File: config.mk
export PLATFORM = sky130hd
export DESIGN_NAME = fibonacci_sequencer
export DESIGN_NICKNAME = d
export VERILOG_FILES = /design/src/rtl/fibonacci_sequencer.sv
export SDC_FILE = /design/constraint.sdc
export NUM_CORES = 1
export LEC_CHECK = 0
export ABC_AREA = 1
export CORE_ASPECT_RATIO = 1.75
export CORE_MARGIN = 3
export CORE_UTILIZATION = 50
export CTS_CLUSTER_SIZE = 28
export DETAILED_ROUTE_END_ITERATION = 8
export HOLD_SLACK_MARGIN = 0.05
export PLACE_DENSITY = 0.83
export SYNTH_ARGS = -nofsm -noshare
export SYNTH_HDL_FRONTEND = slang
export SYNTH_SLANG_ARGS = --single-unit
File: constraint.sdc
create_clock -name clock -period 2.5 [get_ports clock]
set_input_delay 0.375 -clock clock [delete_from_list [all_inputs] [get_ports clock]]
set_output_delay 0.375 -clock clock [all_outputs]
set_load 0.05 [all_outputs]
File: src/rtl/fibonacci_sequencer.sv
// Fibonacci/Lucas term streamer: emits terms 0..number over valid/ready,
// then holds the final term with a done pulse and a sticky wrap flag.
//
// state   | meaning
// --------+----------------------------------------------------------
// ST_IDLE | waiting for start; result/overflow held from last job
// ST_RUN  | streaming term idx_q; advances only on a valid&ready transfer
module fibonacci_sequencer #(
  parameter int N_W    = 8,
  parameter int DATA_W = 20
) (
  input  logic              clock,
  input  logic              reset_n,
  input  logic              start,
  input  logic              mode,
  input  logic [N_W-1:0]    number,
  output logic              busy,
  output logic              term_valid,
  input  logic              term_ready,
  output logic [DATA_W-1:0] term_data,
  output logic [N_W-1:0]    term_index,
  output logic              term_last,
  output logic [DATA_W-1:0] fibonacci_number,
  output logic              done,
  output logic              overflow
);

  localparam logic [0:0] ST_IDLE = 1'b0;
  localparam logic [0:0] ST_RUN  = 1'b1;

  logic [0:0]        state_q, state_d;
  logic [N_W-1:0]    n_lat_q, n_lat_d;
  logic [N_W-1:0]    idx_q, idx_d;
  logic [DATA_W-1:0] a_q, a_d;
  logic [DATA_W-1:0] b_q, b_d;
  logic              a_wrap_q, a_wrap_d;
  logic              b_wrap_q, b_wrap_d;
  logic              last_q, last_d;
  logic [DATA_W-1:0] fib_q, fib_d;
  logic              ovf_q, ovf_d;
  logic              done_q, done_d;

  logic [DATA_W:0]   sum;
  logic [N_W-1:0]    idx_inc;

  assign sum     = {1'b0, a_q} + {1'b0, b_q};
  assign idx_inc = idx_q + N_W'(1);

  always_comb begin
    state_d  = state_q;
    n_lat_d  = n_lat_q;
    idx_d    = idx_q;
    a_d      = a_q;
    b_d      = b_q;
    a_wrap_d = a_wrap_q;
    b_wrap_d = b_wrap_q;
    last_d   = last_q;
    fib_d    = fib_q;
    ovf_d    = ovf_q;
    done_d   = 1'b0;
    if (state_q == ST_IDLE) begin
      if (start) begin
        state_d  = ST_RUN;
        n_lat_d  = number;
        a_d      = mode ? DATA_W'(2) : '0;
        b_d      = DATA_W'(1);
        a_wrap_d = 1'b0;
        b_wrap_d = 1'b0;
        idx_d    = '0;
        last_d   = (number == '0);
      end
    end else if (term_ready) begin
      if (last_q) begin
        fib_d   = a_q;
        ovf_d   = a_wrap_q;
        done_d  = 1'b1;
        last_d  = 1'b0;
        state_d = ST_IDLE;
      end else begin
        // b carries the look-ahead term; its wrap only matters once it reaches a
        a_d      = b_q;
        b_d      = sum[DATA_W-1:0];
        a_wrap_d = b_wrap_q;
        b_wrap_d = sum[DATA_W] | a_wrap_q | b_wrap_q;
        idx_d    = idx_inc;
        last_d   = (idx_inc == n_lat_q);
      end
    end
  end

  always_ff @(posedge clock or negedge reset_n) begin
    if (!reset_n) begin
      state_q  <= ST_IDLE;
      n_lat_q  <= '0;
      idx_q    <= '0;
      a_q      <= '0;
      b_q      <= '0;
      a_wrap_q <= 1'b0;
      b_wrap_q <= 1'b0;
      last_q   <= 1'b0;
      fib_q    <= '0;
      ovf_q    <= 1'b0;
      done_q   <= 1'b0;
    end else begin
      state_q  <= state_d;
      n_lat_q  <= n_lat_d;
      idx_q    <= idx_d;
      a_q      <= a_d;
      b_q      <= b_d;
      a_wrap_q <= a_wrap_d;
      b_wrap_q <= b_wrap_d;
      last_q   <= last_d;
      fib_q    <= fib_d;
      ovf_q    <= ovf_d;
      done_q   <= done_d;
    end
  end

  assign busy             = (state_q == ST_RUN);
  assign term_valid       = (state_q == ST_RUN);
  assign term_data        = a_q;
  assign term_index       = idx_q;
  assign term_last        = last_q;
  assign fibonacci_number = fib_q;
  assign done             = done_q;
  assign overflow         = ovf_q;

endmodule

After elaboration in Yosys (flattened, before gate mapping)
Index checks and enable logic that the tools add are counted.
{ "totals": {"mem_bits_rw": 0, "latch_bits": 0, "mem_bits_ro": 0, "mem_count": 0, "reg_bits": 82, "output_inout_bits": 53} }
{ "op_classes": {"mux": 31, "n_addsub": 2, "eq_ne": 3, "n_div": 0, "mul": 0, "n_lt_le_gt_ge": 0, "bitwise": 3, "reduce_logical": 6, "shift": 0} }
{ "ops": {"columns": ["op", "count"], "rows": [
  ["20-bit 2-to-1 mux", 8],
  ["8-bit 2-to-1 mux", 4],
  ["20-bit by 20-bit adder with 21-bit output", 1],
  ["1-bit 2-to-1 mux", 18],
  ["8-bit by 1-bit adder with 8-bit output, second input constant", 1],
  ["8-bit equality test", 1],
  ["8-bit logical NOT", 1],
  ["3-bit AND reduction", 2],
  ["2-bit != test, second input constant", 2],
  ["2-bit AND reduction", 2],
  ["2-bit 2-to-1 mux", 1],
  ["1-bit bitwise OR", 2],
  ["2-bit nonzero test", 1],
  ["1-bit inverter", 1]
]} }

Longest topological paths before layout
{ "logic_depth": {"ltp_word": 6, "mapped_depth": 12, "mapped_depth_nobuf": 12} }

Least setup slack after synthesis
OpenSTA, ideal clock, no wires.
{ "synth_path": {"path_kind": "register -> register", "from": "register a_q[0], in the netlist term_data[0]", "to": "register b_q[12]", "t_arrival_ps": 1976, "stages_incl_launch_ff": 12, "setup_slack_ps": 447, "required_time_ps": 2424, "synth_period_minus_slack_ps": 2053, "setup_time_ps": 76, "path_cell_list": "dfrtp_1 ha_1 fa_1 nand3_1 nand3_1 nand2_1 nand3_1 nand2_1 nand2_1 nand2_1 nand2_1 o21ai_1"} }
{ "synth_between": {"elab_chain_len": 4} }
{ "synth_rtl": {"columns": ["item", "line_no", "source"], "rows": [
  ["start: declaration", "34", "logic [DATA_W-1:0] a_q, a_d;"],
  ["start signal: assignment", "96", "a_q <= '0;"],
  ["start signal: assignment", "108", "a_q <= a_d;"],
  ["20-bit by 20-bit adder with 21-bit output", "46", "assign sum = {1'b0, a_q} + {1'b0, b_q};"],
  ["20-bit 2-to-1 mux", "73", "if (last_q) begin"],
  ["20-bit 2-to-1 mux", "72", "end else if (term_ready) begin"],
  ["20-bit 2-to-1 mux", "61", "if (state_q == ST_IDLE) begin"],
  ["end signal: assignment", "97", "b_q <= '0;"],
  ["end signal: assignment", "109", "b_q <= b_d;"],
  ["end: declaration", "35", "logic [DATA_W-1:0] b_q, b_d;"]
]} }
No other way between the ends. The select of a mux whose other input is x is not followed.
A chain may end at the register's enable or synchronous reset.

Worst setup path in the final report
{ "layout_path": {"from": "register state_q, in the netlist busy", "to": "output port busy"} }
{ "layout_lines": {"columns": ["item", "line_no", "source"], "rows": [
  ["start: declaration", "31", "logic [0:0] state_q, state_d;"],
  ["start signal: assignment", "105", "state_q <= state_d;"],
  ["end: declaration", "17", "output logic busy,"]
]} }
No word-level cell between the ends.

==> impl_metrics.py <==
metrics = {
    "critical_path": {
        "crit_path_max_fanout": 7,
        "required_ns": 2.12,
        "cp_num_buf_inv": 1,
        "worstPathArrival_ns": 1.74,
        "rr_worst_depth": 11,
        "r2r-start": "term_data[0]$_DFFE_PN0P_",
        "rrSetupSlack_ns": 0.53,
        "crit_chain": "clkdlybuf4s50_1",
        "critPathKind": "reg -> out",
        "endpoint_kind": "output port",
        "critPathTopFamily": "buffers and inverters",
        "cp_slowest_cell": "clkdlybuf4s50_1",
        "timing.rr.end": "b_q[12]$_DFFE_PN0P_",
        "critPathLaunchType": "flop",
        "crit_path_max_incr_delay_ns": 0.87,
    },
    "layout": {
        "drive_gt1_share_pct": 5.06,
        "diodes": 0,
        "area_growth_pct": 22.5,
        "seqCellArea_sq_um": 2050,
        "final_cell_mix": "nand2_1, inv_1, dfrtp_1",
        "multiInputGateArea_sq_um": 2190,
        "design_area_sq_um": 5790,
        "layout_commonest_cell": "nand2_1",
        "finalNetCount": 742,
        "fillers": 803,
    },
    "place": {
        "place_area_sq_um": 5470,
        "hpwl_mm": 9.35,
        "portBuffers": 65,
        "gp_congestion": 0.978,
    },
    "timing": {
        "slew_headroom_pct": 57.4,
        "fin_skew_ns": 0.00649,
        "rsz0062_at_grt": "no",
        "max_freq_ghz": 0.472,
        "timing.setup.tns_ns": 0,
        "period_needed_ns": 2.12,
        "period_share_pct": 84.8,
        "tightest_slew_ns": 0.638,
        "finalSetupViolCount": 0,
        "hold_viol": 0,
        "holdWs_ns": 0.483,
        "maxSlewViolCount": 0,
    },
    "power_and_ir_drop": {
        "combPwrFrac_pct": 54.9,
        "finalPower_mw": 8.14,
        "internal_power_mw": 4.14,
        "p_leak_nw": 2.91,
        "p_sw_mw": 4.00,
        "sw_frac_of_total_pct": 49.1,
        "seqPwrFrac_pct": 28.3,
        "ir_drop_mv": 0.980,
        "p_clk_share_pct": 16.7,
        "power.density_nw_per_um2": 1410,
    },
    "drt": {
        "ant_nets": 0,
        "vias": 4329,
        "drc": 0,
        "routed_wl_mm": 12.3,
        "firstDrtPassIters": 4,
        "via_per_inst": 5.21,
        "drt_iter0_drc": 160,
        "wl_per_cell_microns": 14.8,
    },
    "outcome": {
        "run_status": "completed",
    },
    "hold_path": {
        "holdPathStages": 2,
        "hp-start": "fibonacci_number[14]$_DFFE_PN0P_",
        "hp-class": "reg -> reg",
        "min_to": "fibonacci_number[14]$_DFFE_PN0P_",
    },
    "grt": {
        "grt_pass1_vias": 4366,
        "grt_max_degree": 44,
        "grtUsageMet1_pct": 25.9,
        "grt_use_met2_pct": 45.8,
        "busiest_layer": "met2",
        "gr-total-overflow": 0,
        "antenna_found_initial": 0,
        "grt_pass1_wl_mm": 20.5,
        "track_usage_pct": 24.5,
        "met3_usage_pct": 4.07,
    },
    "clock_tree": {
        "cts_tree": "built",
        "h-tree-depth": 3,
        "clock_latency_ns": 0.34,
        "clockBufferDepth": 2,
        "clkTransAtPathRegs_ns": 0.06,
        "cts.sinks": 82,
        "cts_resized": 0,
        "ctsRootBufferMaster": "clkbuf_16",
        "cts_buffers": 9,
    },
    "yosys": {
        "synthCells": 641,
        "yosysUniqueCellTypes": 36,
        "ys.warnings.count": 0,
        "seq_area_frac_synth_pct": 43.5,
        "ys_ff_latch": 82,
        "synth_area_sq_um": 4720,
        "syn-num-nets": 676,
        "avgSynthCellArea_sq_um": 7.37,
    },
    "die": {
        "core_region_area_sq_um": 9150,
        "ios": 66,
        "fp.dieW_microns": 79.5,
        "start_util_pct": 51.6,
        "dieArea_sq_um": 10700,
        "core.rowCount": 46,
        "dieHeight_microns": 135,
    },
    "run": {
        "drv_cap": 0,
    },
}
[stage by stage]
| step | worst slack, ns | cells | util, % |
|---|---|---|---|
| 2_1_floorplan | 0.447 | 641 | - |
| 3_3_place_gp | 0.558 | 815 | 59.8 |
| 3_5_place_dp | 0.551 | 815 | 59.8 |
| 4_1_cts | 0.378 | 831 | 63.2 |
| 5_1_grt | 0.269 | 831 | 63.2 |
| 6_report | 0.380 | 831 | 63.2 |
[synthesized netlist by cell type]
| library cell | instances | area (sq um) |
|---|---|---|
| nor3_1 | 1 | 5.00 |
| a21oi_2 | 1 | 8.76 |
| o22ai_1 | 17 | 106 |
| buf_4 | 2 | 15.0 |
| buf_6 | 2 | 22.5 |
| a31oi_1 | 2 | 12.5 |
| nor2_1 | 45 | 169 |
| nor2_8 | 1 | 20.0 |
| nand4_1 | 5 | 31.3 |
| fa_1 | 1 | 20.0 |
| nor4_1 | 2 | 12.5 |
| clkbuf_2 | 2 | 10.0 |
| a22o_1 | 2 | 17.5 |
| o21bai_1 | 2 | 15.0 |
| o21ai_2 | 1 | 8.76 |
| o32ai_2 | 1 | 16.3 |
| and2_1 | 1 | 6.26 |
| a21oi_1 | 18 | 90.1 |
| inv_2 | 2 | 7.51 |
| o21ai_0 | 40 | 200 |
| ha_1 | 21 | 263 |
| buf_2 | 8 | 40.0 |
| nand2_2 | 1 | 6.26 |
| nor2_4 | 3 | 33.8 |
| nand3_2 | 2 | 20.0 |
| nor2_2 | 3 | 18.8 |
| inv_1 | 101 | 379 |
| o211ai_1 | 1 | 7.51 |
| nand2_4 | 1 | 11.3 |
| inv_4 | 1 | 6.26 |
| nand3b_1 | 3 | 22.5 |
| nand3_1 | 37 | 185 |
| o21ai_1 | 18 | 90.1 |
| clkbuf_1 | 1 | 3.75 |
| dfrtp_1 | 82 | 2050 |
| nand2_1 | 210 | 788 |
[power groups by stage]
stage,Clock (mW),Combinational (mW),Sequential (mW)
after detailed placement,0,4.46,2.32
final,1.36,4.47,2.31
after floorplan,0,2.07,3.35
after global placement,0,4.38,2.30
after CTS,1.39,4.50,2.31
after global routing,1.44,4.87,2.37
[metal layers]
metal | vias up | part of all wire [%] | routed length, microns
met1 | 2036 | 38 | 4640
met4 | 0 | 2.7 | 331
met3 | 22 | 3.7 | 453
met5 | - | 0 | 0
met2 | 102 | 56 | 6910
li1 | 2169 | - | -
[repair_timing]
item | 4_1_cts | 5_1_grt
buffers inserted | 0 | 0
endpoints found under the setup margin | 0 | 0
endpoints found under the hold margin | 11 | 0
hold buffers | 1 | 0
[registers in the layout, indices dropped and copies added (netlist names)]
signal	flops
term_last	1
term_index	8
fibonacci_number	20
overflow	1
b_wrap_q	1
n_lat_q	8
busy	1
b_q	20
a_wrap_q	1
done	1
term_data	20
[worst max-delay path by stage]
stage / startpoint / endpoint / cells past startpoint / slack, ns
5_1_grt: term_data[0]$_DFFE_PN0P_ / b_q[12]$_DFFE_PN0P_ / 11 / 0.27
2_1_floorplan: term_data[0]$_DFFE_PN0P_ / b_q[12]$_DFFE_PN0P_ / 11 / 0.45
6_report: busy$_DFF_PN0_ / busy / 1 / 0.38
4_1_cts: busy$_DFF_PN0_ / busy / 1 / 0.38
3_3_place_gp: term_data[10]$_DFFE_PN0P_ / b_q[18]$_DFFE_PN0P_ / 10 / 0.56
3_5_place_dp: term_data[0]$_DFFE_PN0P_ / b_q[12]$_DFFE_PN0P_ / 11 / 0.55
[cells by family after synthesis]
| kind of cell | after synthesis | synth area share [%] |
|---|---|---|
| simple gates | 315 | 28.2 |
| flops | 82 | 43.5 |
| fa+ha+maj | 22 | 5.99 |
| buf+inv | 119 | 10.3 |
| compound gates | 103 | 12.1 |
[layout make-up]
type	instances	area share, %
Tap cell	120	2.59
Clock buffer	13	4.67
Clock inverter	2	0.605
Multi-Input combinational cell	440	37.8
Timing Repair Buffer	70	12.1
Inverter	104	6.79
Sequential cell	82	35.5
Power figures use the tool's default switching activity.
==> RTL edit (config.mk and constraints unchanged) <==
Make the reset (`reset_n`) synchronous in one clocked block.
--- a/src/rtl/fibonacci_sequencer.sv
+++ b/src/rtl/fibonacci_sequencer.sv
@@ -88,7 +88,7 @@
     end
   end
 
-  always_ff @(posedge clock or negedge reset_n) begin
+  always_ff @(posedge clock) begin
     if (!reset_n) begin
       state_q  <= ST_IDLE;
       n_lat_q  <= '0;
Formal check against the unedited RTL: differs if reset_n is asserted again (counterexample within 4 cycles, from zero or initial values and one cycle with reset_n low); with reset_n held inactive, the same outputs for 4 cycles.
==> RTL edit against the original RTL <==
Setup slack better by 0.020 ns; wire length shrank 10%; utilization grew 1.4 points; synthesized area shrank 8.0%; sequential cell count unchanged; register-to-register slack worse by 0.13 ns; cell area down 6.5%; critical path type is now reg2reg; largest cell class unchanged.
Power is not compared: it rests on default switching activity, and its combinational part moved more than twofold at a synthesized area within 25%.
==> RTL edit: results (changes against the original RTL) <==
| Metric | Value |
|---|---|
| Share of cells above drive strength 1 | 0.06311 (+0.01248) |
| Reg2reg path depth | 12 (+1) |
| Register area share after synthesis | 0.3779 (-0.05667) |
| WP data arrival | 2.33 ns (+0.59 ns) |
| Most area-consuming cells after synthesis | dfxtp_1 (38%), nand2_1 (20%), a21oi_1 (8.4%), nand3_1 (6.3%), ha_1 (6.0%) |
| First-pass GRT wire length | 18.86 mm (-7.9%) |
| Asr flop ratio synth | 0 (-1.000) |
| Max Clock Skew | 0.005182 ns (-0.001307 ns) |
| Avg Inst Size Synth | 6.704 sq um (-9.0%) |
| Wirelength per Cell | 13.41 microns (-9.6%) |
| Gp weighted congestion | 0.9396 (-3.9%) |
| Clock latency at the later pin of the worst-skew pair | 0.34 ns (about the same) |
| Yosys cell types | 33 (-8.3%) |
| CTS-repair resized insts | 0 (unchanged) |
| Vias in the first global route | 4295 (-1.6%) |
| Top cells by count, synth | nand2_1 (231), dfxtp_1 (82), a21oi_1 (73) |
| Post-CTS Repair Setup Buffers | 0 (unchanged) |
| Synth Net Count | 683 (+1.0%) |
| Drt pass-1 iters | 4 (unchanged) |
| Status | finished, final reports clean |
| Final Hold Viols | 0 (unchanged) |
| Worst hold path type | reg2reg |
| All-Layer GR Usage | 0.2360 (-0.008642) |
| WL final | 11.10 mm (-10%) |
| Largest net degree at the start of global routing | 44 (unchanged) |
| Worst Hold Depth | 2 (unchanged) |
| Clock buffer depth | 2 (unchanged) |
| Fillers | 776 (-3.4%) |
| Clk slew on worst S/H paths | roughly 0.050 ns |
| Main flop type after synthesis | dfxtp_1 |
| Iter 0 DRT Violations | 263 (+64%) |
| Worst-margin pin slew | 1.016 ns (+0.3779 ns) |
| Gr ovfl total | 0 (unchanged) |
| H-tree levels | 3 (unchanged) |
| Dpl hpwl | 8.237 mm (-12%) |
| Clock sink count | 82 (unchanged) |
| Layout net count | 744 (+0.27%) |
| Placed cell count | 813 (-0.25%) |
| CP max FO | 4 (-3) |
| Via density | 5.185 (-0.47%) |
## RTL edit: stage by stage
step / setup slack (ns) / power (mW) / util / instance area, sq um / hold WS, ns
6_report: 0.4007 / 2.907 / 0.6468 / 5413 / 0.4504
5_1_grt: 0.2615 / 3.012 / 0.6468 / 5413 / 0.4704
4_1_cts: 0.3932 / 2.938 / 0.6468 / 5413 / 0.4524
3_5_place_dp: 0.2040 / 1.583 / 0.6108 / 5111 / 0.4440
3_3_place_gp: 0.3004 / 1.579 / 0.6108 / 5111 / 0.4400
2_1_floorplan: 0.4320 / 1.509 / - / 4344 / 0.4266
## RTL edit: final cells by class
class / count / area, sq um / share of cell area
Clock inverter: 3 / 65.06 / 0.01202
Sequential cell: 82 / 1642 / 0.3033
Inverter: 55 / 206.4 / 0.03814
Multi-Input combinational cell: 487 / 2389 / 0.4413
Timing Repair Buffer: 74 / 730.7 / 0.1350
Clock buffer: 12 / 236.5 / 0.04369
Tap cell: 115 / 143.9 / 0.02658
## RTL edit: cells by family after synthesis
family,synth area share
buffers and inverters,0.07287
flip-flops,0.3779
AO/OA/AOI/OAI,0.1273
AND/OR/NAND/NOR,0.3468
adder cells (fa/ha/maj),0.06509
XOR/XNOR,0.01008
## RTL edit: path summary, 6_finish.rpt
check / startpoint / end / slack (ns)
max: term_data[0]$_SDFFE_PN0P_ / b_wrap_q$_SDFFE_PN0P_ / 0.40
min: b_wrap_q$_SDFFE_PN0P_ / b_wrap_q$_SDFFE_PN0P_ / 0.45
max reg2reg: term_data[0]$_SDFFE_PN0P_ / b_wrap_q$_SDFFE_PN0P_ / 0.40
min reg2reg: b_wrap_q$_SDFFE_PN0P_ / b_wrap_q$_SDFFE_PN0P_ / 0.45
## RTL edit: power groups by stage
stage / Clock (mW) / Sequential [mW] / Combinational (mW)
floorplan: 0 / 1.39 / 0.119
global placement: 0 / 1.37 / 0.208
detailed placement: 0 / 1.37 / 0.211
CTS: 1.38 / 1.34 / 0.213
global route: 1.43 / 1.35 / 0.233
finish: 1.35 / 1.34 / 0.211
## RTL edit: critical path, cell delays in order (launching register included)
cell and delay [ns]:
dfxtp_1 0.35, ha_1 0.26, fa_1 0.45, nand3_1 0.10, nand3_1 0.13, nand2_1 0.11
nand3_2 0.12, nand2_1 0.12, nand2_1 0.07, nand2_1 0.08, nand2_1 0.07, nand2_1 0.07
a21oi_1 0.06
## RTL edit: metal layers
| metal | part of all wire | vias up | track usage |
|---|---|---|---|
| met4 | 0.038 | 0 | 0.1313 |
| met3 | 0.027 | 32 | 0.04242 |
| met2 | 0.55 | 95 | 0.4609 |
| met1 | 0.38 | 1950 | 0.2317 |
| met5 | 0 | - | 0 |
| li1 | - | 2216 | - |
